--- config.mk ---
export PLATFORM = sky130hd
export DESIGN_NAME = oserdes_fr_tx_phy
export DESIGN_NICKNAME = d
export VERILOG_FILES = /design/src/rtl/oserdes_fr_pkg.sv /design/src/rtl/oserdes_lane_shift.sv /design/src/rtl/oserdes_fr_tx_phy.sv
export SDC_FILE = /design/constraint.sdc
export NUM_CORES = 1
export LEC_CHECK = 0
export CAP_MARGIN = 40
export CORE_UTILIZATION = 55
export CTS_BUF_LIST = sky130_fd_sc_hd__clkbuf_8
export DETAILED_ROUTE_END_ITERATION = 12
export PLACE_DENSITY = 0.82
export SLEW_MARGIN = 20
export SYNTH_ARGS = -nofsm -noshare
export SYNTH_HDL_FRONTEND = slang
export SYNTH_SLANG_ARGS = --single-unit
--- constraint.sdc ---
create_clock -name clk -period 3.1 [get_ports clk]
set_input_delay 0.62 -clock clk [delete_from_list [all_inputs] [get_ports clk]]
set_output_delay 0.62 -clock clk [all_outputs]
set_load 0.05 [all_outputs]
--- src/rtl/oserdes_fr_pkg.sv ---
// Shared types and constants for the frame-aligned
// transmit serializer.
package oserdes_fr_pkg;

  typedef enum logic [1:0] {
    ST_IDLE  = 2'd0,
    ST_TRAIN = 2'd1,
    ST_RUN   = 2'd2
  } fr_state_e;

  localparam logic [7:0] DEF_TRAIN_PATTERN = 8'hF0;
  localparam logic [7:0] DEF_IDLE_WORD     = 8'h00;

  // Lane word width for a given output mode.
  function automatic int unsigned lane_width(
    input int unsigned mode
  );
    case (mode)
      0:       return 8;
      1:       return 7;
      2:       return 6;
      3:       return 1;
      default: return 8;
    endcase
  endfunction

  // Counter width able to hold 0..w-1 (at least 1 bit).
  function automatic int unsigned cnt_width(
    input int unsigned w
  );
    return (w > 1) ? $clog2(w) : 1;
  endfunction

endpackage

--- src/rtl/oserdes_lane_shift.sv ---
// One serial lane: W-bit load/shift register, MSB
// first, with a registered serial output.
module oserdes_lane_shift #(
  parameter int unsigned W = 8
) (
  input  logic         clk,
  input  logic         reset_n,
  input  logic         load,
  input  logic [W-1:0] load_data,
  output logic         dout
);

  logic [W-1:0] sr;

  // Load a word at a boundary, otherwise shift left.
  always_ff @(posedge clk or negedge reset_n) begin
    if (!reset_n) begin
      sr   <= '0;
      dout <= 1'b0;
    end else begin
      dout <= sr[W-1];
      if (load) sr <= load_data;
      else      sr <= sr << 1;
    end
  end

endmodule

--- src/rtl/oserdes_fr_tx_phy.sv ---
// Bit-rate serializer: two MSB-first lanes plus a
// frame line, fed by a one-entry holding register.
module oserdes_fr_tx_phy
  import oserdes_fr_pkg::*;
#(
  parameter int unsigned OUTPUT_MODE   = 0,
  parameter logic [7:0]  TRAIN_PATTERN = DEF_TRAIN_PATTERN,
  parameter logic [7:0]  IDLE_WORD     = DEF_IDLE_WORD
) (
  input  logic        clk,
  input  logic        reset_n,
  input  logic        enable,
  input  logic        train,
  input  logic [15:0] din,
  input  logic        din_valid,
  output logic        din_ready,
  output logic        dout_a,
  output logic        dout_b,
  output logic        frame,
  output logic [15:0] underflow_cnt
);

  localparam int unsigned W  = lane_width(OUTPUT_MODE);
  localparam int unsigned CW = cnt_width(W);
  localparam logic [CW-1:0] CNT_LAST = CW'(W - 1);
  localparam logic [CW:0]   HALF     = (CW+1)'((W + 1) / 2);

  fr_state_e     state;
  fr_state_e     nxt;
  logic [CW-1:0] cnt;
  logic          boundary;

  logic          hold_valid;
  logic [W-1:0]  hold_a;
  logic [W-1:0]  hold_b;
  logic          take;
  logic          consume;
  logic          starve;

  logic [W-1:0]  load_a;
  logic [W-1:0]  load_b;

  assign din_ready = !hold_valid;
  assign take      = din_valid && !hold_valid;
  assign boundary  = (state == ST_IDLE) ||
                     (cnt == CNT_LAST);

  // State register and in-word bit counter.
  always_ff @(posedge clk or negedge reset_n) begin
    if (!reset_n) begin
      state <= ST_IDLE;
      cnt   <= '0;
    end else begin
      state <= nxt;
      if (state != ST_IDLE) begin
        if (cnt == CNT_LAST) cnt <= '0;
        else                 cnt <= cnt + 1'b1;
      end
    end
  end

  // Mode changes only at word boundaries.
  always_comb begin
    nxt = state;
    if (boundary) begin
      unique case (1'b1)
        !enable:          nxt = ST_IDLE;
        enable && train:  nxt = ST_TRAIN;
        enable && !train: nxt = ST_RUN;
        default:          nxt = state;
      endcase
    end
  end

  // Pick the next lane words from the mode being entered.
  always_comb begin
    load_a  = '0;
    load_b  = '0;
    consume = 1'b0;
    starve  = 1'b0;
    unique case (nxt)
      ST_TRAIN: begin
        load_a = TRAIN_PATTERN[W-1:0];
        load_b = TRAIN_PATTERN[W-1:0];
      end
      ST_RUN: begin
        if (hold_valid) begin
          load_a  = hold_a;
          load_b  = hold_b;
          consume = boundary;
        end else begin
          load_a = IDLE_WORD[W-1:0];
          load_b = IDLE_WORD[W-1:0];
          starve = boundary;
        end
      end
      default: begin
        load_a = '0;
        load_b = '0;
      end
    endcase
  end

  // Holding register; filled in any state.
  always_ff @(posedge clk or negedge reset_n) begin
    if (!reset_n) begin
      hold_valid <= 1'b0;
      hold_a     <= '0;
      hold_b     <= '0;
    end else begin
      if (consume) hold_valid <= 1'b0;
      if (take) begin
        hold_valid <= 1'b1;
        hold_a     <= din[8 +: W];
        hold_b     <= din[0 +: W];
      end
    end
  end

  // Saturating count of starved RUN boundaries.
  always_ff @(posedge clk or negedge reset_n) begin
    if (!reset_n) begin
      underflow_cnt <= '0;
    end else if (starve &&
                 underflow_cnt != 16'hFFFF) begin
      underflow_cnt <= underflow_cnt + 16'd1;
    end
  end

  // Frame high over the first half of each word.
  always_ff @(posedge clk or negedge reset_n) begin
    if (!reset_n) begin
      frame <= 1'b0;
    end else begin
      frame <= (state != ST_IDLE) &&
               ({1'b0, cnt} < HALF);
    end
  end

  oserdes_lane_shift #(
    .W (W)
  ) u_lane_a (
    .clk       (clk),
    .reset_n   (reset_n),
    .load      (boundary),
    .load_data (load_a),
    .dout      (dout_a)
  );

  oserdes_lane_shift #(
    .W (W)
  ) u_lane_b (
    .clk       (clk),
    .reset_n   (reset_n),
    .load      (boundary),
    .load_data (load_b),
    .dout      (dout_b)
  );

endmodule

==> results of run 1 <==
==> area by class of cell <==
| cell class | instances | area [um^2] | area share (%) |
|---|---|---|---|
| multi-input combinational | 113 | 1000 | 32.6 |
| clock buffer | 10 | 138 | 4.47 |
| timing repair buffer | 42 | 410 | 13.3 |
| clock inverter | 3 | 12.5 | 0.406 |
| tap | 52 | 65.1 | 2.11 |
| sequential | 57 | 1430 | 46.3 |
| inverter | 7 | 26.3 | 0.853 |
==> routing by layer <==
layer	part of all wire [%]	GRT usage (%)	vias to the layer above
li1	-	-	747
met1	43	26.8	792
met2	52	34.4	41
met3	3.2	5.09	11
met4	2.0	11.3	0
met5	0	0	-
==> per-stage QoR <==
step                util (%)  hold slack, ns  worst slack, ns  area (um^2)  std cells
floorplan                  -           0.324            0.728         2490        184
CTS                     70.8           0.205            0.528         3080        284
detailed placement      67.3           0.345            0.443         2930        271
global placement        67.3           0.338            0.510         2930        271
global route            70.8           0.217            0.298         3080        284
finish                  70.8           0.204            0.549         3080        284
==> cells by family after synthesis <==
logic type,synth area share (%)
mux,8.73
simple gates,16.5
compound gates,7.07
xor+xnor,4.92
buf+inv,2.56
flops,57.2
fa+ha+maj,3.01
==> worst min-delay path by stage <==
stage / to / depth (start not counted)
after CTS: hold_a[7] / 1
after detailed placement: u_lane_a.dout / 0
after global routing: hold_a[3] / 1
after global placement: u_lane_b.dout / 0
final: hold_a[3] / 1
after floorplan: cnt[0] / 0
==> where the power goes <==
group	total [mW]	internal [mW]	switching [mW]
registers	1.10	0.968	0.130
logic	0.719	0.342	0.377
clock network	0.540	0.290	0.250
==> placed cells by master (no fill, tap or decap), drive strengths merged, types with 6 or more instances in the layout <==
cell type | Yosys | routed
nand3 | 6 | 6
ha | 6 | 6
a221o | 8 | 8
nand2 | 8 | 8
a22o | 6 | 6
inv | 7 | 9
nor3 | 7 | 7
clkdlybuf4s50 | 0 | 39
mux2 | 19 | 19
clkbuf | 3 | 10
dfrtp | 57 | 57
xor2 | 10 | 10
==> state kept, by name, indices dropped and copies added, names as in the netlist <==
register	cells
hold_a	8
u_lane_a.sr	8
hold_valid	1
hold_b	8
underflow_cnt	16
u_lane_b.dout	1
u_lane_a.dout	1
u_lane_b.sr	8
frame	1
state	2
cnt	3
==> out/metrics.yaml, run 1 <==
relSlewSlack_pct: 54.5
finalSetupTns_ns: 0
post_cts_buffers: 0
ys_seq_elements: 57
status: "finished clean"
maxSlewViolCount: 0
crit_path_start_kind: "register"
cp-startpoint: "cnt[0]"
ys_top_cells_by_count: "dfrtp_1, mux2_2, xor2_1"
crit_chain: "ha_1 > ha_1 > nand2b_1 > nand3_1 > and2_1 > ha_1 > and2b_2 > nand4_1 > nor3_1 > mux2_1"
endpoint_kind: "register"
area_delta_synth_final_pct: 23.6
yosysMostFrequentCell: "dfrtp_1"
antenna_found_initial: 0
hold_buffers: 0
peakVddDrop_v: 0.000582
hp-class: "in -> async"
finalCriticalPeriod_ns: 2.55
syn_area_um2: 2490
clock-sinks: 57
crit_type: "reg -> reg"
drive_gt1_share_pct: 20.3
vias_per_cell: 5.60
cts_max_level: 3
die_h_um: 69.3
vias: 1591
yosysWarnings: 0
grt_pass1_wl_mm: 7.89
max-clock-path-buffers: 2
routedWlPerCell_um: 15.9
crit_arrival_ns: 2.76
ys.flop_type: "dfrtp_1"
drtAntennaViolNets: 0
cpPeakStageDelay_ns: 0.39
clk_latency_ns: 0.32
r2r_setup_slack_ns: 0.55
ctsResizeCount: 0
crit_required_ns: 3.31
rsz0062_at_grt: "false"
nNetsFinal: 257
skew_ns: 0.00598
root_buffer: "clkbuf_8"
fillers: 292
fp-row-count: 24
drc_errors: 0
synthDistinctLibCells: 42
synth_top_area_share_pct: 57.2
r2r_start: "cnt[0]"
yosysSeqAreaShare_pct: 57.2
grt_pass1_vias: 1658
drt_iter0_drc: 84
max_freq_ghz: 0.392
crit_slowest_cell: "dfrtp_1"
yosysTopAreaCell: "dfrtp_1"
gp_routability_congestion: 0.797
leakagePower_nw: 1.40
cpMostUsedCell: "ha_1"
totalWireLength_mm: 4.50
grt_usage_pct: 21.4
port_buffers: 40
synth-edff-count: 0
r2r_end: "underflow_cnt[12]"
core-area_um2: 4350
cp_max_fo: 5
endpoint: "underflow_cnt[12]"
dr.pass1.iters: 4
grt_max_degree: 42
synth_area_leaders: "dfrtp_1, mux2_2, xor2_1"
clkTransAtPathRegs_ns: 0.06
num_antenna_cells: 0
synthCells: 184
critical_path_depth: 10
dieArea_um2: 4810
start_util_pct: 57.3
cp_num_buf_inv: 0
synth-async-reset-ratio_pct: 100
synth_nets: 211
worstRegToRegCells: 10
post-route-period-util_pct: 82.3
hold_violations: 0
setup_viol: 0
p_per_area_nw_per_um2: 765
io_pins: 41
crit_family: "simple AND/OR/NAND/NOR gates"
die_w_um: 69.3
dpl.hpwl_mm: 3.17
drv_cap: 0
syn_area_per_cell_um2: 13.6
cts_tree: "built"
tightest_slew_ns: 0.683
cts_buffers: 9
finalPower_mw: 2.36
overflow: 0
Note: power is estimated with default switching activity, not from simulation.
==> inputs of run 2 (changes only) <==
- clock period: 3.1 -> 2.45 ns (I/O delays scaled with it)
==> run 2 against run 1 <==
Against the previous run:
- setup slack got worse by 0.43 ns
- die area did not move
- total power rose by 37%
- largest power group unchanged
- non-clock buffer count grew 3
- clock-buffer cell count is 2 higher
- sequential power is 26% higher
- critical endpoint unchanged
- register-to-register slack got worse by 0.43 ns
==> out/metrics.yaml, run 2 (same netlist as run 1, synthesis figures left out) <==
status: "finished clean"
top_register: "underflow_cnt"
r2r_end: "underflow_cnt[12]"
drv_cap: 0
grt_pass1_wl_mm: 8.33
clkTransAtPathRegs_ns: 0.06
dr.pass1.iters: 6
switching_share_pct: 30.8
nNetsFinal: 260
routedWlPerCell_um: 16.3
maxSlewViolCount: 0
cp_max_fo: 5
io_pins: 41
fp-row-count: 24
vias_per_cell: 5.56
place_inst: 274
drt_iter0_drc: 60
clock-sinks: 57
port_buffers: 40
cts_max_level: 3
p_per_area_nw_per_um2: 1010
hp-class: "in -> async"
crit_family: "simple AND/OR/NAND/NOR gates"
dieArea_um2: 4810
p_seq_share_pct: 43.0
tightest_slew_ns: 0.763
vias: 1613
grt_pass1_vias: 1721
clk_latency_ns: 0.32
clkPwrFrac_pct: 27.4
worstRegToRegCells: 10
max_freq_ghz: 0.428
area_delta_synth_final_pct: 28.5
drive_gt1_share_pct: 25.2
total_switching_power_mw: 0.996
post-route-period-util_pct: 95.3
totalWireLength_mm: 4.74
grt_usage_pct: 22.0
hold_buffers: 0
cp_num_buf_inv: 0
skew_ns: 0.00426
max-clock-path-buffers: 2
cts_buffers: 9
die_h_um: 69.3
p_comb_share_pct: 29.6
gp_routability_congestion: 0.824
r2r_setup_slack_ns: 0.11
finalSetupTns_ns: 0
num_antenna_cells: 0
final_cell_mix: "dfrtp_1, clkdlybuf4s50_1, mux2_2, clkbuf_8, xor2_1"
setup_viol: 0
layout_commonest_cell: "dfrtp_1"
crit_type: "reg -> reg"
start_util_pct: 57.3
crit_slowest_cell: "dfrtp_1"
core-area_um2: 4350
largest_reg_flops: 16
cpPeakStageDelay_ns: 0.40
dpl.hpwl_mm: 3.17
cts_tree: "built"
final_cells: 290
crit_arrival_ns: 2.54
crit_chain: "ha_1 > ha_2 > nand2b_4 > nand3_1 > and2_4 > ha_2 > and2b_2 > nand4_1 > nor3_1 > mux2_1"
r2r_start: "cnt[0]"
drc_errors: 0
peakVddDrop_v: 0.000789
hold_violations: 0
intPower_mw: 2.23
leakagePower_nw: 1.45
drtAntennaViolNets: 0
endpoint_kind: "register"
rsz0062_at_grt: "false"
antenna_found_initial: 0
cpMostUsedCell: "ha_2"
crit_path_start_kind: "register"
overflow: 0
die_w_um: 69.3
crit_required_ns: 2.66
relSlewSlack_pct: 48.7
grt_max_degree: 58
root_buffer: "clkbuf_8"
finalCriticalPeriod_ns: 2.34
## run 2: per-layer routing
layer  part of all wire [%]  vias up  GRT usage [%]  wire [um]
met4                    1.9        0           8.84         92
met3                    3.6       12           5.23        169
met1                     44      806           28.7       2080
li1                       -      755              -          -
met2                     51       40           35.6       2400
met5                      0        -              0          0
## run 2: how the worst max path moves through the flow
stage / startpoint / to / slack (ns) / depth (start not counted)
after global placement: train / underflow_cnt[14] / 0.10 / 9
after global routing: cnt[0] / underflow_cnt[12] / 0.02 / 10
final: cnt[0] / underflow_cnt[12] / 0.11 / 10
after floorplan: cnt[0] / underflow_cnt[12] / 0.08 / 10
after detailed placement: cnt[0] / underflow_cnt[14] / 0.03 / 11
after CTS: cnt[0] / underflow_cnt[14] / 0.02 / 11
## run 2: power by group through the flow
stage                     clock network, mW  registers, mW  logic (mW)
after floorplan                           0           1.46       0.586
after global placement                    0           1.38       0.887
after detailed placement                  0           1.41       0.933
after CTS                             0.897           1.39       0.953
after global routing                  0.956           1.43        1.04
final                                 0.885           1.39       0.955
## run 2: final cells by class
type,count,area (um^2)
Multi-Input combinational cell,113,1040
Clock buffer,12,165
Inverter,7,26.3
Clock inverter,4,42.5
Sequential cell,57,1430
Timing Repair Buffer,45,437
Tap cell,52,65.1
Fill cell,275,1150
## run 2: timing repair
action                                  CTS  global route
endpoints found under the setup margin    2            14
buffers inserted                          0             0
resized for setup                         2             7
pin swaps                                 1             3
## run 2: through the flow
stage | worst slack (ns) | hold slack (ns) | cell area [um^2] | utilization (%) | total power [mW]
finish | 0.114 | 0.297 | 3210 | 73.6 | 3.23
global route | 0.0154 | 0.348 | 3210 | 73.6 | 3.43
CTS | 0.0169 | 0.325 | 3170 | 72.9 | 3.24
detailed placement | 0.0261 | 0.339 | 2950 | 67.8 | 2.34
global placement | 0.105 | 0.338 | 2950 | 67.8 | 2.27
floorplan | 0.0781 | 0.194 | 2490 | - | 2.05
